`config.mk`:
```
export PLATFORM = sky130hd
export DESIGN_NAME = cache_fill_arbiter
export DESIGN_NICKNAME = d
export VERILOG_FILES = /design/src/rtl/cache_fill_arbiter.sv
export SDC_FILE = /design/constraint.sdc
export NUM_CORES = 1
export LEC_CHECK = 0
export CORE_MARGIN = 5
export CORE_UTILIZATION = 35
export DETAILED_ROUTE_END_ITERATION = 10
export PLACE_DENSITY = 0.74
export SKIP_CTS_REPAIR_TIMING = 1
export SYNTH_ARGS = -nofsm -noshare
export SYNTH_HDL_FRONTEND = slang
export SYNTH_SLANG_ARGS = --single-unit
```
`constraint.sdc`:
```
create_clock -name clk -period 2.5 [get_ports clk]
set_input_delay 0.75 -clock clk [delete_from_list [all_inputs] [get_ports clk]]
set_output_delay 0.75 -clock clk [all_outputs]
set_load 0.01 [all_outputs]
```
`src/rtl/cache_fill_arbiter.sv`:
```
// cache_fill_arbiter
//   Shares the single main-memory port between the I-cache miss path and the
//   D-cache miss / store write-through path. Store writes beat fills; the two
//   fill requesters alternate on ties. A fill issues BLOCK_WORDS back-to-back
//   reads and streams the returning words to the granted cache with a
//   per-word write enable and a done pulse on the final word.
//
// Ports
//   clk, rst_n                         clock, async active-low reset
//   icache_miss / icache_miss_addr     I-fill request (level) and byte address
//   dcache_miss / dcache_miss_addr     D-fill request (level) and byte address
//   dcache_wr / _addr / _data          store write-through request
//   mem_en, mem_wr, mem_addr, mem_wdata    memory command
//   mem_data_out, mem_data_valid       memory read return
//   fill_data, fill_word               returned word and its block offset
//   ifill_we, dfill_we                 per-word write enable to each cache
//   ifill_done, dfill_done             block-complete pulse
//   wr_ack                             store issued pulse
module cache_fill_arbiter #(
    parameter int BLOCK_WORDS = 8,
    parameter int MEM_LATENCY = 4
) (
    input  logic                           clk,
    input  logic                           rst_n,
    input  logic                           icache_miss,
    input  logic [15:0]                    icache_miss_addr,
    input  logic                           dcache_miss,
    input  logic [15:0]                    dcache_miss_addr,
    input  logic                           dcache_wr,
    input  logic [15:0]                    dcache_wr_addr,
    input  logic [15:0]                    dcache_wr_data,
    output logic                           mem_en,
    output logic                           mem_wr,
    output logic [15:0]                    mem_addr,
    output logic [15:0]                    mem_wdata,
    input  logic [15:0]                    mem_data_out,
    input  logic                           mem_data_valid,
    output logic [15:0]                    fill_data,
    output logic [$clog2(BLOCK_WORDS)-1:0] fill_word,
    output logic                           ifill_we,
    output logic                           dfill_we,
    output logic                           ifill_done,
    output logic                           dfill_done,
    output logic                           wr_ack
);

    localparam int          WW       = $clog2(BLOCK_WORDS);
    localparam int          CW       = WW + 1;
    localparam logic [15:0] BLK_MASK = ~16'(2 * BLOCK_WORDS - 1);
    localparam logic [CW-1:0] LAST   = CW'(BLOCK_WORDS - 1);

    // Returns are counted off mem_data_valid, so the exact latency only has
    // to be legal; it never sizes any logic here.
    if (MEM_LATENCY < 1 || BLOCK_WORDS < 2 ||
        (BLOCK_WORDS & (BLOCK_WORDS - 1)) != 0) begin : g_bad_params
        $error("cache_fill_arbiter: unsupported BLOCK_WORDS/MEM_LATENCY");
    end

    typedef enum logic [1:0] {IDLE, WRITE, FILL, DRAIN} state_t;

    state_t        state, state_n;
    logic          gnt_i;          // 1 = current fill belongs to the I-cache
    logic          last_fill;      // 1 = I-cache was the last fill served
    logic [15:0]   base_addr;
    logic [15:0]   st_addr;
    logic [15:0]   st_data;
    logic [CW-1:0] issue_cnt;
    logic [CW-1:0] ret_cnt;

    logic in_fill, fill_last, arb_en;
    logic mask_wr, mask_d, mask_i;
    logic wr_req, d_req, i_req;
    logic pick_wr, pick_d, pick_i;

    // Arbitration also runs in the completing cycle of a store or fill so the
    // next grant follows with no idle gap. The requester being completed still
    // holds its request that cycle, so it is masked out of that decision.
    always_comb begin
        in_fill   = (state == FILL) || (state == DRAIN);
        fill_last = in_fill && mem_data_valid && (ret_cnt == LAST);
        arb_en    = 1'b0;
        mask_wr   = 1'b0;
        mask_d    = 1'b0;
        mask_i    = 1'b0;
        case (state)
            IDLE:    arb_en = 1'b1;
            WRITE: begin
                arb_en  = 1'b1;
                mask_wr = 1'b1;
            end
            default: if (fill_last) begin
                arb_en = 1'b1;
                mask_d = ~gnt_i;
                mask_i = gnt_i;
            end
        endcase
        wr_req  = dcache_wr & ~mask_wr;
        d_req   = dcache_miss & ~mask_d;
        i_req   = icache_miss & ~mask_i;
        pick_wr = arb_en & wr_req;
        pick_d  = arb_en & ~wr_req & d_req & (~i_req | last_fill);
        pick_i  = arb_en & ~wr_req & i_req & ~pick_d;

        state_n = state;
        if (arb_en)
            state_n = pick_wr ? WRITE : ((pick_d | pick_i) ? FILL : IDLE);
        else if (state == FILL && issue_cnt == LAST)
            state_n = DRAIN;
    end

    always_ff @(posedge clk or negedge rst_n) begin
        if (!rst_n) begin
            state     <= IDLE;
            gnt_i     <= 1'b0;
            last_fill <= 1'b1;
            base_addr <= '0;
            st_addr   <= '0;
            st_data   <= '0;
            issue_cnt <= '0;
            ret_cnt   <= '0;
        end else begin
            state <= state_n;
            if (pick_wr) begin
                st_addr <= dcache_wr_addr;
                st_data <= dcache_wr_data;
            end
            if (pick_d | pick_i) begin
                gnt_i     <= pick_i;
                base_addr <= (pick_i ? icache_miss_addr : dcache_miss_addr) & BLK_MASK;
                issue_cnt <= '0;
            end else if (state == FILL) begin
                issue_cnt <= issue_cnt + CW'(1);
            end
            if (fill_last) begin
                ret_cnt   <= '0;
                last_fill <= gnt_i;
            end else if (in_fill && mem_data_valid) begin
                ret_cnt <= ret_cnt + CW'(1);
            end
        end
    end

    // Memory-side outputs come from registered state only.
    always_comb begin
        mem_en    = (state == WRITE) || (state == FILL);
        mem_wr    = (state == WRITE);
        wr_ack    = (state == WRITE);
        mem_addr  = '0;
        mem_wdata = '0;
        if (state == WRITE) begin
            mem_addr  = st_addr;
            mem_wdata = st_data;
        end else if (state == FILL) begin
            mem_addr = base_addr + (16'(issue_cnt) << 1);
        end
    end

    assign fill_data  = mem_data_out;
    assign fill_word  = ret_cnt[WW-1:0];
    assign ifill_we   = in_fill & mem_data_valid & gnt_i;
    assign dfill_we   = in_fill & mem_data_valid & ~gnt_i;
    assign ifill_done = fill_last & gnt_i;
    assign dfill_done = fill_last & ~gnt_i;

endmodule

```
Yosys cells after proc, flatten, opt, wreduce, memory -nomap -nowiden
Index checks and enable logic that the tools add are counted.
Word-level totals
  flip-flop bits (word level): 56
  word-level logic and storage cells: 68
Operators by class
  add/sub/neg operators: 3
  equal/unequal tests: 5
  muxes and demuxes: 19
  bitwise gates (word level): 23
  reduce and logical (&&, ||, !) cells: 10
Operators with widths (count)
  two-way mux 16 bit: 4
  adder 16 x 5 -> 16 bit: 1
  two-way mux 4 bit: 4
  AND 1 bit: 14
  adder 4 x 1 -> 4 bit (second input constant): 2
  == test 4 x 3 -> 1 bit (second input constant): 2
  two-way mux 2 bit: 4
  two-way mux 1 bit: 7
  inverter 1 bit: 7
  nonzero test 2 bit: 3
  == test 2 bit (second input constant): 2
  logical AND 1 bit: 3
  == test 2 x 1 -> 1 bit (second input constant): 1
  zero test 2 bit: 1
  logical OR 1 bit: 2
  OR 1 bit: 2
  OR reduction 2 bit: 1

Logic depth before layout (Yosys ltp)
Gate-level depths: netlist (run 1).
  depth in word-level cells: 17
  gate-level depth with buffers: 8
  mapped depth without buffers: 6

Worst setup path before layout (run 1)
Ideal clock, no wire load.
  path kind: reg2out
  from: reg state[1]
  to: out mem_addr[10]
  arrival: 1391 ps
  data required time: 1750 ps
  slack: 359 ps
  cell stages (with the launch flop): 7
  path through: dfrtp_1 -> inv_1 -> ha_1 -> buf_4 -> clkbuf_1 -> nand2_1 -> o21ai_0
RTL lines
  start: declaration: RTL line 61  | state_t state, state_n;
  start signal: assignment: RTL line 122  | state <= state_n;
  == test 2 x 1 -> 1 bit
  net mem_wr: RTL line 33  | output logic mem_wr,
  two-way mux 16 bit: RTL line 150  | if (state == WRITE) begin
  end: declaration: RTL line 34  | output logic [15:0] mem_addr,
The timed path passes the listed nets, and every way through them passes these cells.

Worst setup path after layout (run 1)
  from: reg issue_cnt[3]
  to: out mem_addr[15]
Between the ends
  cells in the longest elaborated chain, start to end: 3
RTL lines
  start: declaration: RTL line 67  | logic [CW-1:0] issue_cnt;
  start signal: assignment: RTL line 132  | issue_cnt <= issue_cnt + CW'(1);
  adder 16 x 5 -> 16 bit: RTL line 154  | mem_addr = base_addr + (16'(issue_cnt) << 1);
  two-way mux 16 bit: RTL line 153  | end else if (state == FILL) begin
  two-way mux 16 bit: RTL line 150
Every way passes these cells.

==> results of run 1 <==
## power groups by stage
stage	sequential [W]	clock, W	combinational [W]
6_report	0.00167	0.000535	0.00317
2_1_floorplan	0.00163	0	0.00200
4_1_cts	0.00165	0.000557	0.00320
3_3_place_gp	0.00165	0	0.00312
3_5_place_dp	0.00167	0	0.00319
5_1_grt	0.00173	0.000584	0.00345
## cell families after synthesis
| logic type | Yosys count |
|---|---|
| AOI/OAI and AO/OA | 64 |
| xor gates and xnor gates | 15 |
| adders and majority gates | 8 |
| buffers and inverters | 42 |
| DFF | 56 |
| muxes | 34 |
| and+or+nand+nor | 96 |
## synth_stat cells (all sizes together), types with 2 or more instances
cell type	number
dfrtp	55
mux2	33
buf	31
o21ai	31
nand2	22
and2	18
nand3	17
nor3	15
a31oi	14
nor2	12
xnor2	10
a21oi	8
ha	8
inv	6
clkbuf	5
xor2	5
a22o	3
nand2b	3
a21o	2
nand4	2
or2	2
## state kept, by name (all words and copies together), names as in the netlist
signal and cells:
base_addr 12, gnt_i 1, issue_cnt 4, last_fill 1
ret_cnt 4, st_addr 16, st_data 16, state 2
## cell type report
| class | count | area share |
|---|---|---|
| Clock buffer | 5 | 0.01436 |
| Clock inverter | 3 | 0.005484 |
| Inverter | 6 | 0.004701 |
| Multi-Input combinational cell | 217 | 0.3659 |
| Sequential cell | 56 | 0.2928 |
| Tap cell | 129 | 0.03369 |
| Timing Repair Buffer | 144 | 0.2831 |
## final timing paths
kind                       cells after the start    startpoint           end
max                                            6  issue_cnt[3]  mem_addr[15]
max in group asynchronous                      2         rst_n     last_fill
min in group clk                               1   st_data[10]   st_data[10]
max reg2reg                                    8      state[1]    st_data[9]
min                                            1         rst_n    st_addr[9]
min reg2reg                                    1   st_data[10]   st_data[10]
## metrics by stage
stage | total power [W] | utilization | instances | hold WS, ns | instance area (um^2)
floorplan | 0.003631 | - | 315 | 0.4544 | 3338
global placement | 0.004771 | 0.4896 | 549 | 0.4824 | 4546
detailed placement | 0.004859 | 0.4896 | 549 | 0.4890 | 4546
CTS | 0.005413 | 0.4999 | 557 | 0.4565 | 4641
global route | 0.005757 | 0.5160 | 560 | 0.4817 | 4791
finish | 0.005374 | 0.5160 | 560 | 0.4412 | 4791
## layer usage
layer	vias to the layer above	track usage	part of all wire	wire length, um
li1	1308	-	-	-
met1	1308	0.1820	0.42	3690
met2	83	0.2673	0.51	4530
met3	26	0.02699	0.048	427
met4	0	0.05140	0.021	189
met5	-	0	0	0
## cells in the final DEF (no fill, tap or decap), types with 15 or more instances in the layout
| cell type | instances |
|---|---|
| and2_1 | 18 |
| buf_4 | 36 |
| clkdlybuf4s50_1 | 62 |
| dfrtp_1 | 55 |
| dlymetal6s2s_1 | 26 |
| mux2_4 | 30 |
| nand2_1 | 20 |
| nand3_1 | 15 |
| o21ai_0 | 21 |
## worst max-delay path: cells and delay by family, from the launching register on
family,cells,cell delay (ns)
AO/OA/AOI/OAI,1,0.18
XOR/XNOR,1,0.11
adder cells (fa/ha/maj),1,0.18
buffers and inverters,1,0.16
flip-flops,1,0.41
AND/OR/NAND/NOR,2,0.39
==> out/qor.txt, run 1 <==
status - complete, no violations
CP Data Required Time - 1.75 ns
vias in the first global route - 2925
core area - 9284 um^2
top cells by area in the synthesized netlist - dfrtp_1, mux2_4, buf_4
crit-path max FO - 2
setup TNS - 0 ns
EDFF count, synth - 0
Sw Pwr - 0.002080 W
Slew @ Worst Pin - 0.6473 ns
Comb power frac - 0.590
critical path arrival - 1.73 ns
Synth Area in Compound Gates - 0.1286
share of layout cells above drive strength 1 - 0.2807
Sequential Power Share - 0.310
Crit path largest cell delay - 0.41 ns
Die Ht - 107.7 um
Final nets - 524
count of input and output buffers - 103
Inserted Clock Buffers - 5
Internal Power - 0.003294 W
largest family of logic cells by synthesized area - multiplexers
I/O pin total - 144
Yosys top cell by area - dfrtp_1
final hold vios - 0
prevailing post-synth register cell - dfrtp_1
final wirelength - 8838 um
post-synthesis simple-gate area fraction - 0.1477
Die Area - 11590 um^2
slowest CP cell - dfrtp_1
post-synthesis adder-cell area fraction - 0.02999
critical setup path kind - flip-flop to primary output
clk slew on worst S/H paths - 0.12 ns
Die Wd - 107.7 um
remaining global-route overflow - 0
Yosys top cell area share - 0.4123
hpwl dp - 6648 um
diode count - 0
Clock Skew - 0.008665 ns
GPL Wtd Cong - 0.7830
Synth Area in XOR/XNOR - 0.03936
first-pass GRT wire length - 14030 um
reg2reg setup slack - 0.19 ns
register bit count reported by yosys - 56
Clock H-tree levels - 2
worst path cell trace - ha_4 -> nand3_4 -> nor4_4 -> xnor2_1 -> o21ai_1 -> buf_2
Max-Cap Viols - 0
Storage cell area - 1403 um^2
initial antenna violation count - 0
GRT Overall Usage - 0.1504
sequential fraction of the synthesis area - 0.4202
mapped cell area - 3338 um^2
# rows - 35
worst vdd ir - 616.9 uV
syn nets - 409
DRT iter0 DRCs - 49
# clock sinks - 56
final worst setup slack - 0.02117 ns
CTS tree - yes
Startpoint Class - flip-flop
vias - 2725
Worst setup EP type - primary output
Sw Ratio - 0.3871
fmax - 403.4 MHz
final setup vio count - 0
async set or reset register ratio after synthesis - 1.000
Pwr Density - 1122 nW/um^2
Post-Synthesis Cells - 315
Period Utilization, post-route - 0.9915
yosys warns - 0
pin count of the biggest net entering global routing - 33
RSZ-0062 raised after global routing - yes
root buffer cell - clkbuf_8
slew margin rel. - 0.5685
pre-CTS WS - -0.4889 ns
Worst-Skew Late Latency - 0.32 ns
worst-case clock buffer depth - 2
multiplexer area fraction after synthesis - 0.1481
Pins Over Slew Limit - 0
Starting Density - 0.3596
clock power share - 0.100
TritonRoute pass-1 iters - 4
Pleak - 2.461 nW
Avg Cell Area, Syn - 10.60 um^2
Final min period - 2.479 ns
Yosys cell types - 43
Area Overhead vs Synth - 43.52%
DRC Markers - 0
wire length per cell - 15.78 um
Post-DRT Antenna Nets - 0
multi-input logic area - 1753 um^2
worst min path class - input pin to async pin
Fill cells - 880
vias per cell - 4.866
No activity file was read; power rests on OpenSTA's default activity.
==> run 2: changes to the inputs <==
--- a/config.mk
+++ b/config.mk
@@ -7,6 +7,7 @@
 export LEC_CHECK = 0
 export CORE_MARGIN = 5
 export CORE_UTILIZATION = 35
+export CTS_CLUSTER_DIAMETER = 40
 export DETAILED_ROUTE_END_ITERATION = 10
 export PLACE_DENSITY = 0.74
 export SKIP_CTS_REPAIR_TIMING = 1
==> results of run 2 <==
No change in the layout: final DEF, timing and power equal those of run 1.
